==> config.mk <==
export PLATFORM = sky130hd
export DESIGN_NAME = uart_tx_sched_flat
export DESIGN_NICKNAME = d
export VERILOG_FILES = /design/src/rtl/uart_tx_sched_pkg.sv /design/src/rtl/uart_tx_sched_if.sv /design/src/rtl/uart_tx_sched_rr_pick.sv /design/src/rtl/uart_tx_sched.sv /design/src/flat_wrapper.sv
export SDC_FILE = /design/constraint.sdc
export NUM_CORES = 1
export LEC_CHECK = 0
export BUFFER_PORTS_ARGS = -buffer_cell sky130_fd_sc_hd__buf_2
export CELL_PAD_IN_SITES_DETAIL_PLACEMENT = 1
export CELL_PAD_IN_SITES_GLOBAL_PLACEMENT = 1
export CORE_MARGIN = 4
export CORE_UTILIZATION = 40
export CTS_BUF_LIST = sky130_fd_sc_hd__clkbuf_2
export DETAILED_ROUTE_END_ITERATION = 16
export GPL_TIMING_DRIVEN = 0
export PLACE_DENSITY = 0.78
export SETUP_SLACK_MARGIN = 0.15
export SLEW_MARGIN = 20
export SYNTH_ARGS = -nofsm -noshare
export SYNTH_HDL_FRONTEND = slang
export SYNTH_HIERARCHICAL = 1
export SYNTH_SLANG_ARGS = --single-unit
==> constraint.sdc <==
create_clock -name sample_Clk -period 2.8 [get_ports sample_Clk]
set_clock_uncertainty 0.2 [all_clocks]
set_input_delay 0.14 -clock sample_Clk [delete_from_list [all_inputs] [get_ports sample_Clk]]
set_output_delay 0.14 -clock sample_Clk [all_outputs]
set_load 0.01 [all_outputs]
==> src/rtl/uart_tx_sched_pkg.sv <==
// rtl/uart_tx_sched_pkg.sv - shared types and constants for the UART transmit scheduler
// Purpose: FSM state encoding, default byte width and byte-counter width.
// Ports: none (package).
package uart_sched_pkg;

    typedef enum logic [1:0] {
        IDLE  = 2'd0,
        ACK   = 2'd1,
        CHECK = 2'd2
    } sched_state_e;

    localparam int DATA_W_DEF = 8;
    localparam int CNT_W      = 16;

endpackage

==> src/rtl/uart_tx_sched_if.sv <==
// rtl/uart_tx_sched_if.sv - producer/buffer side bundle of the UART transmit scheduler
// Purpose: groups requester inputs, buffer backpressure and scheduler outputs.
// Ports (signals):
//   arb_en, req[NUM_REQ], req_data[NUM_REQ*DATA_W], buf_full   -> scheduler
//   grant[NUM_REQ], wr_Sig, test_Data[DATA_W], owner[2], busy, sent_cnt[CNT_W] <- scheduler
// Modports: master = producers/buffer side, slave = scheduler.
interface uart_tx_sched_if #(
    parameter int NUM_REQ = 3,
    parameter int DATA_W  = uart_sched_pkg::DATA_W_DEF
);
    logic                            arb_en;
    logic [NUM_REQ-1:0]              req;
    logic [NUM_REQ*DATA_W-1:0]       req_data;
    logic                            buf_full;
    logic [NUM_REQ-1:0]              grant;
    logic                            wr_Sig;
    logic [DATA_W-1:0]               test_Data;
    logic [1:0]                      owner;
    logic                            busy;
    logic [uart_sched_pkg::CNT_W-1:0] sent_cnt;

    modport master (
        output arb_en, req, req_data, buf_full,
        input  grant, wr_Sig, test_Data, owner, busy, sent_cnt
    );

    modport slave (
        input  arb_en, req, req_data, buf_full,
        output grant, wr_Sig, test_Data, owner, busy, sent_cnt
    );
endinterface

==> src/rtl/uart_tx_sched_rr_pick.sv <==
// rtl/uart_tx_sched_rr_pick.sv - combinational round-robin picker
// Purpose: finds the first set request bit at or after ptr, wrapping around.
// Ports:
//   req_i   [NUM_REQ] request levels
//   ptr_i   [2]       highest-priority index
//   found_o           at least one request set
//   idx_o   [2]       winning index
module rr_pick #(
    parameter int NUM_REQ = 3
) (
    input  logic [NUM_REQ-1:0] req_i,
    input  logic [1:0]         ptr_i,
    output logic               found_o,
    output logic [1:0]         idx_o
);

    always_comb begin
        found_o = 1'b0;
        idx_o   = 2'd0;
        // Pass 1: lowest index below ptr (the wrapped part).
        for (int k = NUM_REQ - 1; k >= 0; k--) begin
            if (req_i[k] && (k < int'(ptr_i))) begin
                found_o = 1'b1;
                idx_o   = 2'(k);
            end
        end
        // Pass 2: lowest index at or above ptr overrides the wrapped choice.
        for (int k = NUM_REQ - 1; k >= 0; k--) begin
            if (req_i[k] && (k >= int'(ptr_i))) begin
                found_o = 1'b1;
                idx_o   = 2'(k);
            end
        end
    end

endmodule

==> src/rtl/uart_tx_sched.sv <==
// rtl/uart_tx_sched.sv - round-robin burst scheduler for the UART transmit buffer write port
// Purpose: grants one producer a burst of up to BURST_LEN bytes, honours buf_full,
//          then rotates priority to the next index after the released owner.
// Ports:
//   sample_Clk  bit-rate sample clock
//   reset       asynchronous active-low reset
//   bus         uart_tx_sched_if.slave (arb_en, req, req_data, buf_full in;
//               grant, wr_Sig, test_Data, owner, busy, sent_cnt out)
module uart_tx_sched
    import uart_sched_pkg::*;
#(
    parameter int NUM_REQ   = 3,
    parameter int DATA_W    = DATA_W_DEF,
    parameter int BURST_LEN = 8
) (
    input  logic             sample_Clk,
    input  logic             reset,
    uart_tx_sched_if.slave   bus
);

    localparam logic [7:0] BURST_LEN_C = 8'(BURST_LEN);
    localparam logic [1:0] LAST_IDX    = 2'(NUM_REQ - 1);
    localparam logic [NUM_REQ-1:0] ONE = {{(NUM_REQ-1){1'b0}}, 1'b1};

    sched_state_e        state_q, state_d;
    logic [1:0]          ptr_q, ptr_d;
    logic [1:0]          owner_q, owner_d;
    logic [7:0]          cnt_q, cnt_d;
    logic                wr_q, wr_d;
    logic [DATA_W-1:0]   data_q, data_d;
    logic [NUM_REQ-1:0]  grant_q, grant_d;
    logic [CNT_W-1:0]    sent_q, sent_d;

    logic                pick_found;
    logic [1:0]          pick_idx;
    logic [1:0]          sel_idx;
    logic [DATA_W-1:0]   sel_data;
    logic                owner_req;

    rr_pick #(.NUM_REQ(NUM_REQ)) u_pick (
        .req_i   (bus.req),
        .ptr_i   (ptr_q),
        .found_o (pick_found),
        .idx_o   (pick_idx)
    );

    // In IDLE the candidate is the round-robin winner; mid-burst it is the owner.
    assign sel_idx = (state_q == IDLE) ? pick_idx : owner_q;

    always_comb begin
        sel_data  = '0;
        owner_req = 1'b0;
        for (int k = 0; k < NUM_REQ; k++) begin
            if (2'(k) == sel_idx) sel_data  = bus.req_data[k*DATA_W +: DATA_W];
            if (2'(k) == owner_q) owner_req = bus.req[k];
        end
    end

    always_comb begin
        state_d = state_q;
        ptr_d   = ptr_q;
        owner_d = owner_q;
        cnt_d   = cnt_q;
        wr_d    = 1'b0;
        data_d  = data_q;
        grant_d = '0;
        sent_d  = sent_q;
        case (state_q)
            IDLE: begin
                if (bus.arb_en && pick_found && !bus.buf_full) begin
                    owner_d = pick_idx;
                    wr_d    = 1'b1;
                    data_d  = sel_data;
                    grant_d = ONE << sel_idx;
                    cnt_d   = 8'd1;
                    sent_d  = sent_q + 1'b1;
                    state_d = ACK;
                end
            end
            // Requester is swapping to its next byte now; req is not trusted here.
            ACK: state_d = CHECK;
            CHECK: begin
                if (!bus.arb_en || !owner_req || (cnt_q == BURST_LEN_C)) begin
                    ptr_d   = (owner_q == LAST_IDX) ? 2'd0 : owner_q + 2'd1;
                    cnt_d   = 8'd0;
                    state_d = IDLE;
                end else if (!bus.buf_full) begin
                    wr_d    = 1'b1;
                    data_d  = sel_data;
                    grant_d = ONE << sel_idx;
                    cnt_d   = cnt_q + 8'd1;
                    sent_d  = sent_q + 1'b1;
                    state_d = ACK;
                end
            end
            default: state_d = IDLE;
        endcase
    end

    always_ff @(posedge sample_Clk or negedge reset) begin
        if (!reset) begin
            state_q <= IDLE;
            ptr_q   <= 2'd0;
            owner_q <= 2'd0;
            cnt_q   <= 8'd0;
            wr_q    <= 1'b0;
            data_q  <= '0;
            grant_q <= '0;
            sent_q  <= '0;
        end else begin
            state_q <= state_d;
            ptr_q   <= ptr_d;
            owner_q <= owner_d;
            cnt_q   <= cnt_d;
            wr_q    <= wr_d;
            data_q  <= data_d;
            grant_q <= grant_d;
            sent_q  <= sent_d;
        end
    end

    assign bus.grant     = grant_q;
    assign bus.wr_Sig    = wr_q;
    assign bus.test_Data = data_q;
    assign bus.owner     = owner_q;
    assign bus.busy      = (state_q != IDLE);
    assign bus.sent_cnt  = sent_q;

endmodule

==> src/flat_wrapper.sv <==
// flat-port wrapper written by rule: the top's interface ports become plain ports
module uart_tx_sched_flat import uart_sched_pkg::*;
#(
    parameter int NUM_REQ   = 3,
    parameter int DATA_W    = DATA_W_DEF,
    parameter int BURST_LEN = 8
)
  (sample_Clk, reset, bus_arb_en, bus_req, bus_req_data, bus_buf_full, bus_grant, bus_wr_Sig, bus_test_Data, bus_owner, bus_busy, bus_sent_cnt);
  uart_tx_sched_if #(.NUM_REQ(NUM_REQ), .DATA_W(DATA_W)) bus_i ();
  input  logic sample_Clk;
  input  logic reset;
  input wire logic [$bits(bus_i.arb_en)-1:0] bus_arb_en;
  input wire logic [$bits(bus_i.req)-1:0] bus_req;
  input wire logic [$bits(bus_i.req_data)-1:0] bus_req_data;
  input wire logic [$bits(bus_i.buf_full)-1:0] bus_buf_full;
  output wire logic [$bits(bus_i.grant)-1:0] bus_grant;
  output wire logic [$bits(bus_i.wr_Sig)-1:0] bus_wr_Sig;
  output wire logic [$bits(bus_i.test_Data)-1:0] bus_test_Data;
  output wire logic [$bits(bus_i.owner)-1:0] bus_owner;
  output wire logic [$bits(bus_i.busy)-1:0] bus_busy;
  output wire logic [$bits(bus_i.sent_cnt)-1:0] bus_sent_cnt;
  assign bus_i.arb_en = bus_arb_en;
  assign bus_i.req = bus_req;
  assign bus_i.req_data = bus_req_data;
  assign bus_i.buf_full = bus_buf_full;
  assign bus_grant = bus_i.grant;
  assign bus_wr_Sig = bus_i.wr_Sig;
  assign bus_test_Data = bus_i.test_Data;
  assign bus_owner = bus_i.owner;
  assign bus_busy = bus_i.busy;
  assign bus_sent_cnt = bus_i.sent_cnt;
  uart_tx_sched #(.NUM_REQ(NUM_REQ), .DATA_W(DATA_W), .BURST_LEN(BURST_LEN)) u_core (.sample_Clk(sample_Clk), .reset(reset), .bus(bus_i));
endmodule
* After elaboration in Yosys (flattened, before gate mapping)
Cells that the tools add are included.
** Storage, ports and cells
- Bits in registers :: 42
- Bits of input ports :: 31
- Output and inout port bits :: 31
- Word-level logic and storage cells :: 97
** Cells by class
- $add $sub $neg :: 3
- Order comparisons :: 6
- Equal/unequal tests :: 12
- Shifts and indexed selects :: 1
- Mux-type cells :: 44
- Reductions and logical operators :: 23
** Operators by type and width (count)
- $mux 8 :: 9
- $mux 16 :: 3
- $pmux 16 s2 :: 1
- $pmux 8 s2 :: 2
- $mux 2 :: 11
- $add 16x1->16 const B :: 1
- $mux 1 :: 12
- $mux 3 :: 3
- $add 8x1->8 const B :: 1
- $eq 8x4->1 const B :: 1
- $logic_and 1x1->1 :: 8
- $logic_not 2->1 :: 3
- $ne 2x2->1 const B :: 3
- $pmux 2 s3 :: 1
- $pmux 3 s2 :: 1
- $reduce_and 2->1 :: 3
- $eq 1x2->1 const A :: 2
- $eq 2x2->1 const A :: 2
- $eq 2x2->1 const B :: 2
- $ge 1x2->1 const A :: 2
- $lt 1x2->1 const A :: 2
- $reduce_and 4->1 :: 1
- $reduce_bool 2->1 :: 2
- $logic_not 1->1 :: 3
- 9 further kinds :: 10

* Logic depth before layout (Yosys ltp)
- Depth in word-level cells :: 16
- Gate-level depth with buffers :: 10
- Gate-level depth less buffers :: 8

* Hierarchy
The synthesis kept the hierarchy.
** Modules (own cells, without submodules)
- uart_tx_sched :: instances 1, cells each 203, area an instance 2107.0 sq um, sequential area each 1051.0 sq um
- rr_pick :: instances 1, cells each 11, area an instance 52.6 sq um, sequential area each 0.0 sq um

* Least setup slack after synthesis
Ideal clock, no wire load.
- Path type :: reg2reg
- Start point :: register u_core.state_q[0]
- End point :: register u_core.data_q[0], in the netlist u_core/bus.test_Data[0]
- Setup time :: 126 ps
- Arrival time :: 1800 ps
- Required time :: 2474 ps
- Setup slack :: 674 ps
- Stages on the path, launching flop included :: 7
- Buffers on the path :: 1
- Period minus slack after synthesis :: 2126 ps
- Cells stage by stage :: dfrtp_1 nor2_1 mux2i_1 clkbuf_1 mux2_2 a221oi_1 nor2_1
** On the way
- Cells in the longest elaborated chain, start to end :: 9
- Elaborated cells on any way between the ends :: 18
- Classes of those cells :: 6 x eq/ne; 8 x mux; 4 x reduce/logical
** RTL lines
- start: declaration :: line uart_tx_sched.sv:25 : sched_state_e state_q, state_d;
- start signal: assignment :: line uart_tx_sched.sv:111 : state_q <= state_d;
- $logic_not 2->1 :: line uart_tx_sched.sv:48, uart_tx_sched.sv:68
- $mux 2 :: line uart_tx_sched.sv:48 : assign sel_idx = (state_q == IDLE) ? pick_idx : owner_q;
- $logic_not 2->1 :: line uart_tx_sched.sv:54 : if (2'(k) == sel_idx) sel_data = bus.req_data[k*DATA_W +: DATA_W];
- $mux 8 (3 in a row) :: line uart_tx_sched.sv:54
- $mux 8 :: line uart_tx_sched.sv:87 : end else if (!bus.buf_full) begin
- $mux 8 :: line uart_tx_sched.sv:83 : if (!bus.arb_en || !owner_req || (cnt_q == BURST_LEN_C)) begin
- $pmux 8 s2 :: line uart_tx_sched.sv:68 : case (state_q)
- end signal: assignment :: line uart_tx_sched.sv:116 : data_q <= data_d;
- end: declaration :: line uart_tx_sched.sv:30 : logic [DATA_W-1:0] data_q, data_d;
Several ways; a longest one is shown, not always the timed one. The select of a mux whose other input is x is not followed.
A chain may end at the register's enable or synchronous reset.

* Worst setup path after layout
- Start point :: input port bus_req[1]
- End point :: register u_core.owner_q[0], in the netlist u_core/bus.owner[0]
** On the way
- Cells in the longest elaborated chain, start to end :: 9
- Elaborated cells on any way between the ends :: 15
- Classes of those cells :: 10 x mux; 5 x reduce/logical
** RTL lines
- start: declaration :: line flat_wrapper.sv:13 : input wire logic [$bits(bus_i.req)-1:0] bus_req;
- $logic_and 1x1->1 :: line uart_tx_sched_rr_pick.sv:22 : if (req_i[k] && (k < int'(ptr_i))) begin
- $mux 1 (2 in a row) :: line uart_tx_sched_rr_pick.sv:22
- $mux 1 :: line uart_tx_sched_rr_pick.sv:29 : if (req_i[k] && (k >= int'(ptr_i))) begin
- $mux 1 * (2 in a row) :: line uart_tx_sched_rr_pick.sv:29
- net u_core.pick_found :: line uart_tx_sched.sv:34 : logic pick_found;
- $logic_and 1x1->1 * (2 in a row) :: line uart_tx_sched.sv:70 : if (bus.arb_en && pick_found && !bus.buf_full) begin
- $reduce_and 2->1 (no line) *
- end signal: assignment :: line uart_tx_sched.sv:113 : owner_q <= owner_d;
- end: declaration :: line uart_tx_sched.sv:27 : logic [1:0] owner_q, owner_d;
The timed path passes the listed nets; every way through them passes the cells marked *.

==> metrics.md <==
| Metric | Value |
|---|---|
| Status | `finished, final reports clean` |
| Final net count | `350` |
| Critical path arrival | `around 2.7 ns` |
| CP required | `2.94 ns` |
| Post-synth cell types | `39` |
| H-tree depth | `2` |
| Vias per Instance | `5.26` |
| CTS tree | `done` |
| Total die area | `6640 um2` |
| Die width | `81.5 um` |
| R2R depth | `6` |
| Total Wirelength | `around 7000 um` |
| Switching Fraction | `39.6%` |
| CTS Buf Count | `5` |
| TNS Setup | `0 ns` |
| Total grt overflow | `0` |
| R2R setup slack | `0.29 ns` |
| Placed insts | `345` |
| Total core area | `5170 um2` |
| Net Count, Synth | `248` |
| Final Hold Violating Endpoints | `0` |
| Worst Tran Pin Value | `0.944 ns` |
| Routability cong. | `roughly 0.77` |
| Critical path capture point type | `flop` |
| Drt wl/cell | `~18 um` |
| # DRC | `0` |
| Global-route wire length before repair | `11600 um` |
| Longest Clk Path Bufs | `2` |
| Switching pwr | `0.000709 W` |
| Slew margin rel. | `37.1%` |
| Final cycle utilization of the critical path | `90.0%` |
| Final setup fails | `0` |
| Initial antenna violation count | `2` |
| Post-synth EDFFs | `0` |
| Combinational fraction of design power | `37.8%` |
| Post-Synthesis Mean Instance Area | `10.1 um2` |
| DR iter-0 viols | `48` |
| Port buffer count | `slightly above 60` |
| Seq cells post-synth | `42` |
| Layout cells sized above 1 | `28.9%` |
| Fill count | `614` |
| Setup repair after global routing missed its margin | `no` |
| Pint | `about 0.0011 W` |
| Die H | `81.5 um` |
| Vias in the first global route | `2290` |
| Clock sink count | `42` |
| Leak | `1.41 nW` |
| Synth Cell Area | `between 2000 and 2500 um2` |
| Core Rows | `26` |
| GRT Util Overall | `23.3%` |
| Slew Viols, Final | `0` |
| Max-Cap Viols | `0` |
| VDD IR max | `394 uV` |
| Cells after synthesis | `214` |
| Peak fanout along the critical path | `5` |
| Worst hold path class | `input port to async pin` |
| CTS clk-pin slew, worst paths | `0.19 ns` |
| Period minus WS final | `2.52 ns` |
| Final Non-Filler Cells | `387` |
| Area growth from synthesis to layout | `35.7%` |
| Top Ports | `62` |
| Startpoint Class | `input port` |
| Vias | `2035` |
| Initial Util | `between 40% and 50%` |
| Post-DP HPWL | `4140 um` |
| Clock power share | `between 10 and 15%` |
| Register area share after synthesis | `48.7%` |
| Maximum clock rate | `between 300 and 400 MHz` |
| Post-synthesis async set-or-reset flop share | `100%` |
| DRT antenna net count | `0` |
| Yosys warning total | `6` |
| Crit path kind | `input port to flop` |
| Seq pwr share | `48.5%` |
| Prevailing post-synth register cell | `dfrtp_1` |
| Worst skew pair latency | `0.41 ns` |
| Post-place setup slack | `0.336 ns` |
| # Post-CTS Setup Buffers | `0` |
| First-pass DRT Iterations | `4` |
| Largest net degree at the start of global routing | `43` |
| Pwr per Cell Area | `611 nW/um2` |
| Clock Tree Root | `clkbuf_2` |
| Final WS setup | `0.280 ns` |
kinds of logic after synthesis:
logic type      after synthesis  synth area share [%]
simple gates                 85                  21.2
flops                        42                  48.7
compound gates               36                  11.9
buf+inv                      21                  4.34
xor+xnor                     15                  6.08
mux                          12                  6.08
fa+ha+maj                     3                  1.74
power by group through the flow:
stage	clock (W)	sequential, W	combinational, W
2_1_floorplan	0	0.000898	0.000316
3_3_place_gp	0	0.000866	0.000575
3_5_place_dp	0	0.000868	0.000600
4_1_cts	0.000249	0.000858	0.000643
5_1_grt	0.000285	0.000890	0.000749
6_report	0.000245	0.000868	0.000676
sequential cells by signal (all words and copies together) (netlist names):
| signal | cells |
|---|---|
| u_core/cnt_q | 8 |
| u_core/bus.test_Data | 8 |
| u_core/state_q | 2 |
| u_core/bus.owner | 2 |
| u_core/bus.sent_cnt | 16 |
| u_core/bus.wr_Sig | 1 |
| u_core/bus.grant | 3 |
| u_core/ptr_q | 2 |
cell usage after synthesis, types with 4 or more instances:
master	n	area, um2
dfrtp_1	42	1050
nand2_1	18	67.6
o21ai_0	6	30.0
a21oi_1	10	50.1
mux2_2	9	101
xor2_1	6	52.6
nand3b_1	4	30.0
nor2_1	23	86.3
nand3_1	6	30.0
o31ai_1	5	37.5
a221oi_1	8	70.1
nor3_1	4	20.0
or3_1	5	31.3
nand4_1	7	43.8
xnor2_1	9	78.8
inv_1	12	45.0
critical path, stage by stage:
cell,delay [ns]
dlygate4sd3_1,0.54
buf_2,0.15
or3_1,0.37
nand3b_1,0.14
dlygate4sd3_1,0.59
nor2_1,0.06
nand2_1,0.07
dlygate4sd3_1,0.55
nand2_1,0.05
placed cells by master (no fill, tap or decap), drive strengths merged, types with 5 or more instances in the layout:
cell and n:
dfrtp 42, buf 66, dlygate4sd3 34, a221oi 8, clkbuf 8, xor2 6, nand2 18, mux2 9
or3 5, inv 13, a21oi 10, nor2 24, o21ai 8, xnor2 9, o31ai 5, nand3 6
nand4 7
timing repair:
item                       in CTS  in global routing
hold endpoints to repair       56                  0
setup endpoints to repair       0                  9
resized for setup               0                  3
hold buffers                   34                  0
per-stage QoR:
| step | cell area, um2 | hold slack [ns] | utilization (%) | total power (W) |
|---|---|---|---|---|
| 2_1_floorplan | 2160 | -0.356 | - | 0.00121 |
| 3_3_place_gp | 2550 | 0.141 | 49.3 | 0.00144 |
| 3_5_place_dp | 2550 | 0.134 | 49.3 | 0.00147 |
| 4_1_cts | 2920 | 0.203 | 56.5 | 0.00175 |
| 5_1_grt | 2930 | 0.193 | 56.7 | 0.00192 |
| 6_report | 2930 | 0.177 | 56.7 | 0.00179 |
final cells by class:
class | count | area (um2) | share of cell area (%)
multi-input combinational | 151 | 1020 | 34.7
buffer | 8 | 46.3 | 1.58
timing repair buffer | 95 | 646 | 22.0
tap | 70 | 87.6 | 2.99
sequential | 42 | 1050 | 35.9
clock inverter | 1 | 3.75 | 0.128
inverter | 13 | 48.8 | 1.66
antenna | 2 | 5.00 | 0.171
clock buffer | 5 | 25.0 | 0.854
path summary, 6_finish.rpt:
kind	from	endpoint
min reg2reg	u_core/bus.sent_cnt[15]	u_core/bus.sent_cnt[15]
max	bus_req[1]	u_core/bus.owner[0]
max in group asynchronous	reset	u_core/cnt_q[2]
min in group sample_Clk	bus_req[0]	u_core/cnt_q[4]
min	reset	u_core/ptr_q[0]
max reg2reg	u_core/ptr_q[1]	u_core/bus.owner[1]
routing by layer:
metal / wire [um] / track usage (%) / vias up
met5: 0 / 0 / -
met4: 175 / 11.0 / 0
met3: 294 / 5.37 / 14
met2: 3750 / 41.1 / 55
met1: 2750 / 26.5 / 1006
li1: - / - / 960
Note: power is estimated with default switching activity, not from simulation.
